**src/rtl/rfft_seq_ctrl.sv**
```systemverilog
// Sequencer around the 256-point radix-4 FFT core: loads twiddles and samples, runs the core, streams results out.
// Latency: load writes reach the core in the handshake cycle; core RAM reads return one cycle later into a 2-entry output FIFO.
// Backpressure: tf_ready/s_ready are high only in their load state; reads issue only while FIFO occupancy plus in-flight is below 2.
//
// Ports:
//   Clk, Reset                 clock (rising edge), asynchronous active-high reset
//   start, tf_reload           frame request, sampled in IDLE only; tf_reload=1 loads twiddles first
//   tf_valid/tf_ready/tf_data  twiddle word stream
//   s_valid/s_ready/s_data     sample word stream, lane0 in LSBs
//   m_valid/m_ready/m_data     result word stream, m_last marks the final word of the frame
//   busy, frame_done           status: not idle, one-cycle pulse after the last result is accepted
//   timeout_err, run_cycles    sticky RUN timeout flag, length of the last RUN phase
//   fft_*                      core control pins, owned entirely by this block
//
// Build option: define RFFT_SEQ_PERF_EN to build the RUN cycle counter behind run_cycles;
// without it run_cycles is tied to zero.

// Small generic synchronous FIFO, power-of-two depth.
module rfft_seq_fifo #(
   parameter int  W     = 64,
   parameter int  DEPTH = 2,
   localparam int AW    = (DEPTH > 1) ? $clog2(DEPTH) : 1,
   localparam int CW    = $clog2(DEPTH + 1)
) (
   input  logic          Clk,
   input  logic          Reset,
   input  logic          in_vld,
   output logic          in_rdy,
   input  logic [W-1:0]  in_dat,
   output logic          out_vld,
   input  logic          out_rdy,
   output logic [W-1:0]  out_dat,
   output logic [CW-1:0] count
);
   logic [W-1:0]  mem [DEPTH];
   logic [AW-1:0] wr_ptr, rd_ptr;
   logic          push, pop;

   assign in_rdy  = (count != CW'(DEPTH));
   assign out_vld = (count != '0);
   assign push    = in_vld && in_rdy;
   assign pop     = out_vld && out_rdy;
   assign out_dat = mem[rd_ptr];

   always_ff @(posedge Clk or posedge Reset) begin
      if (Reset) begin
         wr_ptr <= '0;
         rd_ptr <= '0;
         count  <= '0;
      end else begin
         if (push) wr_ptr <= wr_ptr + 1'b1;
         if (pop)  rd_ptr <= rd_ptr + 1'b1;
         count <= count + CW'(push) - CW'(pop);
      end
   end

   always_ff @(posedge Clk) begin
      if (push) mem[wr_ptr] <= in_dat;
   end
endmodule

module rfft_seq_ctrl #(
   parameter int WIDTH       = 16,
   parameter int NWORDS      = 64,
   parameter int TF_WORDS    = 128,
   parameter int RUN_TIMEOUT = 1023
) (
   input  logic               Clk,
   input  logic               Reset,
   input  logic               start,
   input  logic               tf_reload,
   input  logic               tf_valid,
   output logic               tf_ready,
   input  logic [2*WIDTH-1:0] tf_data,
   input  logic               s_valid,
   output logic               s_ready,
   input  logic [4*WIDTH-1:0] s_data,
   output logic               m_valid,
   input  logic               m_ready,
   output logic [4*WIDTH-1:0] m_data,
   output logic               m_last,
   output logic               busy,
   output logic               frame_done,
   output logic               timeout_err,
   output logic [15:0]        run_cycles,
   output logic               fft_input,
   output logic               fft_write,
   output logic [5:0]         fft_addr,
   output logic [4*WIDTH-1:0] fft_din,
   output logic               fft_tf_we,
   output logic [7:0]         fft_addr_t,
   input  logic [4*WIDTH-1:0] fft_dout,
   input  logic               fft_done
);
   localparam int             RCW      = $clog2(RUN_TIMEOUT + 1);
   localparam logic [7:0]     TF_LAST  = 8'(TF_WORDS - 1);
   localparam logic [5:0]     W_LAST   = 6'(NWORDS - 1);
   localparam logic [RCW-1:0] RUN_LAST = RCW'(RUN_TIMEOUT - 1);

   typedef enum logic [2:0] {S_IDLE, S_LOAD_TF, S_LOAD_DATA, S_RUN, S_READ} state_t;
   state_t state, state_nxt;

   logic [7:0]     tf_cnt;
   logic [5:0]     wr_cnt;
   logic [6:0]     iss_cnt;      // read addresses issued, 0..NWORDS
   logic [5:0]     out_cnt;      // result words accepted downstream
   logic [RCW-1:0] run_cnt;
   logic           rd_inflight;  // read issued last cycle, data on fft_dout now
   logic           rd_issue;
   logic           last_hs;
   logic           timeout_hit;
   logic           fifo_in_rdy;
   logic [1:0]     fifo_cnt;

   rfft_seq_fifo #(.W(4*WIDTH), .DEPTH(2)) u_out_fifo (
      .Clk     (Clk),
      .Reset   (Reset),
      .in_vld  (rd_inflight),
      .in_rdy  (fifo_in_rdy),
      .in_dat  (fft_dout),
      .out_vld (m_valid),
      .out_rdy (m_ready),
      .out_dat (m_data),
      .count   (fifo_cnt)
   );

   assign m_last      = m_valid && (out_cnt == W_LAST);
   assign last_hs     = m_last && m_ready;
   assign busy        = (state != S_IDLE);
   assign timeout_hit = (state == S_RUN) && !fft_done && (run_cnt == RUN_LAST);

   always_ff @(posedge Clk or posedge Reset) begin
      if (Reset) state <= S_IDLE;
      else       state <= state_nxt;
   end

   always_comb begin
      state_nxt  = state;
      tf_ready   = 1'b0;
      s_ready    = 1'b0;
      fft_input  = 1'b1;
      fft_write  = 1'b0;
      fft_tf_we  = 1'b0;
      fft_addr   = '0;
      fft_addr_t = '0;
      fft_din    = '0;
      rd_issue   = 1'b0;
      case (state)
         S_IDLE: begin
            if (start) state_nxt = tf_reload ? S_LOAD_TF : S_LOAD_DATA;
         end
         S_LOAD_TF: begin
            // The core's twiddle write port shares the low two lanes of the data input bus.
            tf_ready   = 1'b1;
            fft_tf_we  = tf_valid;
            fft_addr_t = tf_cnt;
            fft_din    = {{(2*WIDTH){1'b0}}, tf_data};
            if (tf_valid && tf_cnt == TF_LAST) state_nxt = S_LOAD_DATA;
         end
         S_LOAD_DATA: begin
            s_ready   = 1'b1;
            fft_write = s_valid;
            fft_addr  = wr_cnt;
            fft_din   = s_data;
            if (s_valid && wr_cnt == W_LAST) state_nxt = S_RUN;
         end
         S_RUN: begin
            fft_input = 1'b0;
            if (fft_done)         state_nxt = S_READ;
            else if (timeout_hit) state_nxt = S_IDLE;
         end
         S_READ: begin
            // Occupancy is counted before this cycle's pop, so a free slot is guaranteed for every read.
            rd_issue = (iss_cnt < 7'(NWORDS)) && fifo_in_rdy &&
                       ((fifo_cnt + 2'(rd_inflight)) < 2'd2);
            fft_addr = iss_cnt[5:0];
            if (last_hs) state_nxt = S_IDLE;
         end
         default: state_nxt = S_IDLE;
      endcase
   end

   always_ff @(posedge Clk or posedge Reset) begin
      if (Reset) begin
         tf_cnt      <= '0;
         wr_cnt      <= '0;
         iss_cnt     <= '0;
         out_cnt     <= '0;
         run_cnt     <= '0;
         rd_inflight <= 1'b0;
         frame_done  <= 1'b0;
         timeout_err <= 1'b0;
      end else begin
         rd_inflight <= rd_issue;
         frame_done  <= (state == S_READ) && last_hs;

         if (state == S_IDLE && start) timeout_err <= 1'b0;
         else if (timeout_hit)         timeout_err <= 1'b1;

         if (state == S_LOAD_TF && tf_valid)
            tf_cnt <= (tf_cnt == TF_LAST) ? '0 : tf_cnt + 1'b1;
         if (state == S_LOAD_DATA && s_valid)
            wr_cnt <= (wr_cnt == W_LAST) ? '0 : wr_cnt + 1'b1;

         if (state == S_RUN && state_nxt == S_RUN) run_cnt <= run_cnt + 1'b1;
         else                                      run_cnt <= '0;

         if (state == S_READ && state_nxt != S_READ) iss_cnt <= '0;
         else if (rd_issue)                          iss_cnt <= iss_cnt + 1'b1;

         if (m_valid && m_ready)
            out_cnt <= (out_cnt == W_LAST) ? '0 : out_cnt + 1'b1;
      end
   end

`ifdef RFFT_SEQ_PERF_EN
   logic [15:0] perf_cnt;

   // Cleared on RUN entry, so it holds the previous RUN length until the next one starts.
   always_ff @(posedge Clk or posedge Reset) begin
      if (Reset)                                     perf_cnt <= '0;
      else if (state != S_RUN && state_nxt == S_RUN) perf_cnt <= '0;
      else if (state == S_RUN && perf_cnt != 16'hFFFF) perf_cnt <= perf_cnt + 1'b1;
   end

   assign run_cycles = perf_cnt;
`else
   assign run_cycles = '0;
`endif
endmodule

```
**config.mk**
```make
export PLATFORM = sky130hd
export DESIGN_NAME = rfft_seq_ctrl
export DESIGN_NICKNAME = d
export VERILOG_FILES = /design/src/rtl/rfft_seq_ctrl.sv
export SDC_FILE = /design/constraint.sdc
export NUM_CORES = 1
export LEC_CHECK = 0
export ABC_AREA = 0
export BUFFER_PORTS_ARGS = -buffer_cell sky130_fd_sc_hd__buf_2
export CAP_MARGIN = 20
export CORE_MARGIN = 2
export CORE_UTILIZATION = 48
export DETAILED_ROUTE_END_ITERATION = 6
export GPL_TIMING_DRIVEN = 0
export PLACE_DENSITY = 0.85
export SETUP_SLACK_MARGIN = 0.5
export SLEW_MARGIN = 25
export SYNTH_ARGS = -nofsm -noshare
export SYNTH_HDL_FRONTEND = slang
export SYNTH_HIERARCHICAL = 1
export SYNTH_SLANG_ARGS = --single-unit
```
**constraint.sdc**
```tcl
create_clock -name Clk -period 5.5 [get_ports Clk]
set_input_delay 0.275 -clock Clk [delete_from_list [all_inputs] [get_ports Clk]]
set_output_delay 0.275 -clock Clk [all_outputs]
set_load 0.01 [all_outputs]
```
==> impl_metrics.py, run 1 <==
metrics = {
    "critical_path": {
        "slowest_stage": "clkbuf_1",
        "worstSetupPathType": "reg -> out",
        "arrival_ps": 2450,
        "cp_max_fo": 10,
        "end_kind": "output port",
        "crit_path_max_incr_delay_ps": 530,
        "crit_start": "state[1]$_DFF_PP0_",
        "crit_required_ps": 5220,
        "r2r_start": "state[1]$_DFF_PP0_",
        "cpLargestDelayFamily": "buffers and inverters",
        "cp-start-kind": "flop",
        "crit_chain": "buf_4 -> nor3b_2 -> clkbuf_1 -> a22o_1 -> buf_2",
        "crit_buf_inv": 3,
    },
    "clocking": {
        "tritoncts": "built",
        "cts_buffers": 17,
        "cts_max_level": 4,
        "clockRootBuffer": "clkbuf_16",
        "cts_sinks": 175,
        "worstSkewPairLatency_ps": 420,
        "cts_buffer_depth": 2,
        "clk_pin_slew_ps": 70,
    },
    "placed_design": {
        "place_inst": 1107,
        "portBuffers": 319,
        "dp_hpwl_um": 16550,
        "place.gp.congestion": 0.8664,
    },
    "yosys": {
        "synth_compound_area_share_pct": 7.190,
        "yosysTopAreaCellShare_pct": 49.64,
        "synth_fa_ha_area_share_pct": 1.131,
        "avgSynthCellArea_um2": 14.03,
        "synth.area.top_cells": "edfxtp_1, dfrtp_1, mux2_2",
        "synthCells": 552,
        "synth_edf_count": 128,
        "syn-cell-area_mm2": 0.007744,
        "ys_warn_count": 6,
        "ys.flop_type": "edfxtp_1",
        "post-synth-top-count-cell": "edfxtp_1",
        "yosys-top-cells-count": "edfxtp_1, mux2_2, dfrtp_1",
        "synth-simple-area-share_pct": 10.83,
        "synth_cell_types": 41,
        "ys_seq_area_share_pct": 64.82,
        "synth_top_family_by_area": "simple AND/OR/NAND/NOR gates",
        "synthXorXnorAreaFrac_pct": 2.375,
        "muxShareOfSynthArea_pct": 9.452,
        "ys_seq_elements": 175,
        "synthArstFlopShare_pct": 26.86,
        "synth_top_cell_by_area": "edfxtp_1",
    },
    "final_layout": {
        "drive_gt1_share_pct": 49.46,
        "final_nets": 1086,
        "nFillCells": 1201,
        "layoutNonFillerInstCount": 1141,
        "area_growth_pct": 33.83,
    },
    "floorplan": {
        "start_util_pct": 48.92,
        "die_w_um": 131.0,
        "die_height_um": 131.0,
        "io_pins": 336,
        "core_area_mm2": 0.01583,
        "fp-row-count": 46,
        "die_area_mm2": 0.01716,
    },
    "pwr": {
        "p_leak_nw": 4.583,
        "p_per_area_mw_per_mm2": 439.9,
        "peakVddDrop_v": 0.0002847,
    },
    "sta": {
        "finalCritPeriodShare_pct": 49.60,
        "max-slew-margin-rel_pct": 60.05,
        "hold_viol_final": 0,
        "fmax_ghz": 0.3665,
        "fin_worst_skew_ps": 14.09,
        "rsz0062_at_grt": "no",
        "max_slew.worst_pin.slew_ps": 599.2,
        "fin_setup_tns_ps": 0,
        "setup_viol": 0,
        "maxSlewViolCount": 0,
        "fin_crit_ps": 2728,
    },
    "drt": {
        "drtIter0Drc": 349,
        "ant_nets": 0,
        "first_pass_iters": 4,
        "routedWlPerCell_um": 18.90,
        "vias": 5773,
        "via_per_inst": 5.060,
        "drc": 0,
        "routed_wl_um": 21560,
    },
    "global_routing": {
        "grtUsageTotal_pct": 23.90,
        "grt-ovfl-total": 0,
        "grt_pass1_wl_um": 30010,
        "first_global_vias": 5480,
        "grt_max_degree": 40,
        "antenna_found_initial": 1,
    },
    "outcome": {
        "outcome": "finished clean",
    },
    "min_path": {
        "min_from": "fft_dout[24]",
        "hold_path.class": "in -> reg",
    },
    "run": {
        "maxCapViolCount": 0,
    },
}
[placed cells by master (no fill, tap or decap), types with 17 or more instances in the layout]
master       n
nor2_1      25
buf_2      321
clkbuf_16   17
and2_1      42
mux2_2      65
a22o_1      38
dfrtp_1     47
edfxtp_1   128
buf_4       18
nand2_1     32
[power by group]
group | internal [mW] | leakage [nW] | switching (mW)
registers | 1.55 | 1.75 | 0.123
logic | 0.796 | 2.57 | 0.970
clock network | 0.596 | 0.259 | 0.524
total | 2.94 | 4.58 | 1.62
[area by class of cell]
cell class              count  area (um2)  share of cell area, %
diodes                      1       2.502                0.02415
clock buffers              19       432.9                  4.177
multi-input cells         339        2471                  23.84
plain buffers              40       272.8                  2.632
repair buffers            325        1729                  16.68
well taps                 216       270.3                  2.608
inverters                  13       48.80                 0.4708
clock inverters            13       116.4                  1.123
flip-flops and latches    175        5020                  48.44
[metrics by stage]
stage	cell area [um2]	total power, mW	hold slack (ps)	util [%]	setup WS, ps
after detailed placement	9802	3.461	205.7	61.93	3194
after floorplan	7800	2.744	41.08	-	1667
after CTS	10360	4.589	23.50	65.46	2726
after global routing	10360	4.795	26.48	65.48	2646
final	10360	4.559	43.68	65.48	2772
after global placement	9667	3.431	193.0	61.08	132.1
[state kept, by name, summed over array words and instances (netlist names)]
signal / count
out_cnt: 6
u_out_fifo/wr_ptr: 1
frame_done: 1
wr_cnt: 6
state: 3
rd_inflight: 1
u_out_fifo/count: 2
run_cnt: 10
u_out_fifo/rd_ptr: 1
u_out_fifo/mem: 128
timeout_err: 1
tf_cnt: 8
iss_cnt: 7
[worst paths after layout]
path                       cells past startpoint  slack, ps                               to
hold reg to reg                                1        480           out_cnt[4]$_DFFE_PP0P_
setup / recovery                               5       2770                       fft_din[6]
min in group asynchronous                      3        340    u_out_fifo/count[1]$_DFF_PP0_
hold / removal                                 1         40  u_out_fifo/mem[1][24]$_DFFE_PP_
max in group asynchronous                      4       4590             run_cnt[5]$_DFF_PP0_
setup reg to reg                               5       3560            tf_cnt[7]$_DFFE_PP0P_
[what timing repair did]
item                                   4_1_cts  5_1_grt
hold buffers                                 1        0
endpoints found under the hold margin       19        0
setup buffers                                0        0
resized for setup                            0        0
[layer usage]
layer | track usage (%) | share of wire (%) | vias up
met3 | 8.713 | 9.9 | 24
met2 | 40.72 | 50 | 248
li1 | - | - | 2729
met1 | 28.26 | 38 | 2772
met5 | 0 | 0 | -
met4 | 7.697 | 2.3 | 0
[cell families (layout without fill, tap and decap cells)]
kind of cell,Yosys count,count (layout)
muxes,65,65
and+or+nand+nor,155,155
adders and majority gates,7,7
AOI/OAI and AO/OA,75,75
DFF,175,175
xor gates and xnor gates,21,21
buffers and inverters,53,410
other,1,17
No activity file was read; power rests on OpenSTA's default activity.
==> run 2: changes to the inputs <==
- CORE_UTILIZATION: 48 -> 43
- PLACE_DENSITY: 0.85 -> 0.8
- clock period: 5.5 -> 2.2 ns (I/O delays scaled with it)
==> impl_metrics.py, run 2 (synthesis results as in run 1) <==
metrics = {
    "critical_path": {
        "cpLargestDelayFamily": "buffers and inverters",
        "worstSetupPathType": "reg -> out",
        "crit_required_ps": 2090,
        "r2r_start": "state[1]$_DFF_PP0_",
        "slowest_stage": "dfrtp_1",
        "end_kind": "output port",
        "cpMostUsedCell": "buf_6",
        "arrival_ps": 1820,
        "cp-start-kind": "flop",
        "crit_chain": "buf_6 -> nor3b_4 -> buf_6 -> clkbuf_16 -> a22o_1 -> buf_2",
        "crit_path_max_incr_delay_ps": 390,
        "crit_start": "state[1]$_DFF_PP0_",
        "crit_buf_inv": 4,
        "cp_max_fo": 6,
    },
    "global_routing": {
        "first_global_vias": 6671,
        "grt_max_degree": 32,
        "busiest_layer": "met2",
        "gr-usage-met1_pct": 29.47,
        "grt_use_met3_pct": 6.754,
        "grt_pass1_wl_um": 37900,
        "gr-usage-met2_pct": 44.74,
        "grtUsageTotal_pct": 25.50,
        "antenna_found_initial": 2,
        "grt-ovfl-total": 0,
    },
    "final_layout": {
        "reg.largest.list": "u_out_fifo/mem: 128 flops, run_cnt: 10 flops, tf_cnt: 8 flops",
        "area_growth_pct": 66.62,
        "layoutNonFillerInstCount": 1270,
        "fin_util_pct": 72.32,
        "drive_gt1_share_pct": 54.57,
        "final_nets": 1201,
        "final_common_cell": "buf_2",
        "max_flop_register": "u_out_fifo/mem",
        "final_cell_mix": "buf_2, edfxtp_1, buf_6",
        "nFillCells": 1081,
        "largest_register_ff_count": 128,
    },
    "sta": {
        "fmax_ghz": 0.5186,
        "maxSlewViolCount": 0,
        "rsz0062_at_grt": "yes",
        "fin_setup_tns_ps": 0,
        "hold_viol_final": 0,
        "fin_crit_ps": 1928,
        "fin_worst_skew_ps": 12.88,
        "finalCritPeriodShare_pct": 87.65,
        "setup_viol": 0,
        "max-slew-margin-rel_pct": 66.40,
        "max_slew.worst_pin.slew_ps": 503.2,
    },
    "drt": {
        "first_pass_iters": 5,
        "drc": 0,
        "drtIter0Drc": 434,
        "ant_nets": 0,
        "vias": 6576,
        "routedWlPerCell_um": 20.36,
        "via_per_inst": 5.178,
        "routed_wl_um": 25850,
    },
    "clocking": {
        "clk_pin_slew_ps": 70,
        "tritoncts": "built",
        "clockRootBuffer": "clkbuf_16",
        "cts_buffer_depth": 2,
        "cts_max_level": 4,
        "cts_buffers": 17,
        "worstSkewPairLatency_ps": 430,
        "cts_sinks": 175,
    },
    "floorplan": {
        "fp-row-count": 49,
        "start_util_pct": 43.40,
        "die_height_um": 138.2,
        "die_area_mm2": 0.01910,
        "core_area_mm2": 0.01784,
        "io_pins": 336,
        "die_w_um": 138.2,
    },
    "run": {
        "maxCapViolCount": 0,
    },
    "placed_design": {
        "place_inst": 1120,
        "portBuffers": 319,
        "dp_hpwl_um": 15770,
        "place.gp.congestion": 0.9384,
    },
    "outcome": {
        "outcome": "finished clean",
    },
    "min_path": {
        "min_from": "tf_reload",
        "hold_path.class": "in -> reg",
    },
    "pwr": {
        "p_leak_nw": 5.753,
        "p_per_area_mw_per_mm2": 1122,
        "peakVddDrop_v": 0.0007877,
    },
}
[run 2: cell types whose count changed in the layout (fill, tap and decap cells not counted), sizes merged, moves of 3 or more]
cell	before	now
buf	351	399
dlygate4sd3	1	68
clkbuf	32	29
clkinv	1	4
[run 2: what timing repair did]
action	in CTS	in global routing
hold buffers	68	0
pin swaps	32	25
hold endpoints to repair	154	0
gates cloned	11	3
setup endpoints to repair	252	179
resized for setup	185	109
setup buffers	22	12
[run 2: worst paths after layout]
path / end / slack [ps] / depth (start not counted)
max: fft_din[8] / 270 / 6
min: state[1]$_DFF_PP0_ / 70 / 4
max reg2reg: iss_cnt[4]$_DFFE_PP0P_ / 310 / 8
min reg2reg: out_cnt[4]$_DFFE_PP0P_ / 470 / 1
max in group asynchronous: rd_inflight$_DFF_PP0_ / 1420 / 4
min in group asynchronous: u_out_fifo/rd_ptr$_DFFE_PP0P_ / 140 / 3
[run 2: layer usage]
layer  part of all wire [%]  up-vias
li1                       -     2965
met1                     37     3186
met2                     51      357
met3                    7.8       68
met4                    4.2        0
met5                      0        -
[run 2: through the flow]
step / cell area (um2) / hold slack, ps / setup slack (ps) / power (mW)
final: 12900 / 74.20 / 271.8 / 14.48
after global placement: 9707 / 15.41 / -448.9 / 8.477
after CTS: 12300 / 31.31 / 285.2 / 13.59
after detailed placement: 9833 / 29.68 / 148.5 / 8.562
after floorplan: 7824 / -123.9 / 146.6 / 6.882
after global routing: 12900 / 71.84 / 218.5 / 15.07
[run 2: final cells by class]
| type | instances | area [um2] | area share [%] |
|---|---|---|---|
| antenna | 2 | 5.005 | 0.03879 |
| buffer | 40 | 442.9 | 3.433 |
| tap | 229 | 286.5 | 2.221 |
| clock inverter | 15 | 146.4 | 1.135 |
| multi-input combinational | 340 | 2888 | 22.38 |
| timing repair buffer | 439 | 3626 | 28.10 |
| sequential | 175 | 5026 | 38.95 |
| inverter | 13 | 56.30 | 0.4364 |
| clock buffer | 17 | 425.4 | 3.297 |
[run 2: worst reg2reg max path, delay by kind of cell, from the launching register on]
kind                   cells  cell delay [ps]
buffers and inverters      4              600
flip-flops                 1              390
AO/OA/AOI/OAI              1              140
AND/OR/NAND/NOR            3              670
[run 2: report_power, final]
group          switching [mW]  total (mW)  internal (mW)  leakage (nW)
logic                    3.14        7.35           4.21          3.74
clock network            1.40        2.90           1.50         0.267
registers               0.347        4.23           3.88          1.74
==> run 3: changes to the inputs <==
- CORE_UTILIZATION: 43 -> 45
- CTS_BUF_LIST: unset -> sky130_fd_sc_hd__clkbuf_4 sky130_fd_sc_hd__clkbuf_8
- GPL_ROUTABILITY_DRIVEN: unset -> 0
- PLACE_DENSITY: 0.8 -> 0.79
==> impl_metrics.py, run 3 (synthesis results as in run 1) <==
metrics = {
    "sta": {
        "maxSlewViolCount": 0,
        "max-slew-margin-rel_pct": 62.58,
        "fin_crit_ps": 2004,
        "hold_viol_final": 0,
        "finalCritPeriodShare_pct": 91.07,
        "max_slew.worst_pin.slew_ps": 560.5,
        "fin_worst_skew_ps": 17.58,
        "rsz0062_at_grt": "yes",
        "fmax_ghz": 0.4991,
        "setup_viol": 0,
        "fin_setup_tns_ps": 0,
    },
    "clocking": {
        "worstSkewPairLatency_ps": 470,
        "clockRootBuffer": "clkbuf_8",
        "tritoncts": "built",
        "cts_buffers": 17,
        "cts_buffer_depth": 2,
        "clk_pin_slew_ps": 90,
        "cts_sinks": 175,
        "cts_max_level": 4,
    },
    "drt": {
        "ant_nets": 0,
        "vias": 6662,
        "first_pass_iters": 5,
        "routedWlPerCell_um": 23.19,
        "drc": 0,
        "drtIter0Drc": 438,
        "via_per_inst": 5.250,
        "routed_wl_um": 29430,
    },
    "critical_path": {
        "arrival_ps": 1890,
        "cp-start-kind": "flop",
        "cpMostUsedCell": "buf_6",
        "end_kind": "output port",
        "slowest_stage": "dfrtp_1",
        "crit_required_ps": 2090,
        "crit_buf_inv": 4,
        "crit_chain": "buf_6 -> nor3b_4 -> buf_6 -> clkbuf_16 -> a22o_1 -> buf_2",
        "crit_path_max_incr_delay_ps": 390,
        "cp_max_fo": 9,
        "cpLargestDelayFamily": "buffers and inverters",
        "worstSetupPathType": "reg -> out",
    },
    "pwr": {
        "p_leak_nw": 5.715,
        "p_per_area_mw_per_mm2": 1107,
        "power_mw": 14.22,
        "peakVddDrop_v": 0.0006514,
    },
    "floorplan": {
        "die_height_um": 135.2,
        "io_pins": 336,
        "start_util_pct": 46.37,
        "die_area_mm2": 0.01827,
        "fp-row-count": 47,
        "die_w_um": 135.2,
        "core_area_mm2": 0.01670,
    },
    "final_layout": {
        "final_nets": 1209,
        "max_flop_register": "u_out_fifo/mem",
        "final_common_cell": "buf_2",
        "final_cell_mix": "buf_2, edfxtp_1, buf_6",
        "area_growth_pct": 65.81,
        "largest_register_ff_count": 128,
        "fin_util_pct": 76.88,
        "reg.largest.list": "u_out_fifo/mem: 128 flops, run_cnt: 10 flops, tf_cnt: 8 flops",
        "drive_gt1_share_pct": 55.01,
    },
    "global_routing": {
        "grt-ovfl-total": 0,
        "antenna_found_initial": 2,
        "grt_max_degree": 42,
        "first_global_vias": 6596,
        "grtUsageTotal_pct": 29.37,
        "grt_pass1_wl_um": 39040,
    },
    "outcome": {
        "outcome": "finished clean",
    },
    "min_path": {
        "hold_path.class": "in -> reg",
    },
    "placed_design": {
        "portBuffers": 319,
        "dp_hpwl_um": 17740,
    },
    "run": {
        "maxCapViolCount": 0,
    },
}
[run 3: timing repair]
item	CTS	global route
gates cloned	9	6
hold buffers	69	0
endpoints found under the hold margin	158	0
endpoints found under the setup margin	254	191
setup buffers	26	14
pin swaps	21	25
gates resized for setup	174	102
[run 3: path summary, 6_finish.rpt]
kind | startpoint | end | slack, ps | cells after the start
worst max-delay path | state[1]$_DFF_PP0_ | fft_din[4] | 200 | 6
worst min-delay path | s_valid | wr_cnt[1]$_DFFE_PP0P_ | 10 | 4
worst max register to register | state[0]$_DFF_PP0_ | iss_cnt[3]$_DFFE_PP0P_ | 230 | 8
worst min register to register | out_cnt[4]$_DFFE_PP0P_ | out_cnt[4]$_DFFE_PP0P_ | 490 | 1
max in group asynchronous | Reset | run_cnt[0]$_DFF_PP0_ | 1420 | 4
min in group asynchronous | Reset | u_out_fifo/count[0]$_DFF_PP0_ | 110 | 3
[run 3: tightest hold or removal path, stage by stage]
cell and delay [ps]:
buf_2 110, nand2_4 80, nand2_1 60, o21ai_0 70
[run 3: power by group]
group          total [mW]  internal (mW)  leakage, nW  switching [mW]
Clock                2.32          0.960        0.208            1.36
Combinational        7.69           4.40         3.76            3.30
Sequential           4.20           3.88         1.75           0.324
Total                14.2           9.23         5.71            4.98
[run 3: area by class of cell]
class / instances / area, um2
clock buffers: 17 / 234.0
multi-input cells: 340 / 2838
fillers: 940 / 3861
repair buffers: 447 / 3737
clock inverters: 15 / 171.4
inverters: 13 / 53.80
plain buffers: 40 / 501.7
flip-flops and latches: 175 / 5024
well taps: 220 / 275.3
diodes: 2 / 5.005
[run 3: layer usage]
layer / global-route usage [%] / routed length (um)
met3: 9.839 / 2722
met4: 12.15 / 1113
met1: 34.74 / 10760
met2: 49.41 / 14830
met5: 0 / 0
[run 3: per-stage QoR]
step                hold WS (ps)  worst slack (ps)  area, um2  std cells
finish                     11.92             196.5      12840       1269
global route               12.73             140.6      12840       1268
CTS                        25.23             203.2      12200       1247
detailed placement         30.76            -6.676       9829       1111
global placement           11.67            -427.1       9696       1106
floorplan                 -123.9             146.6       7824        567
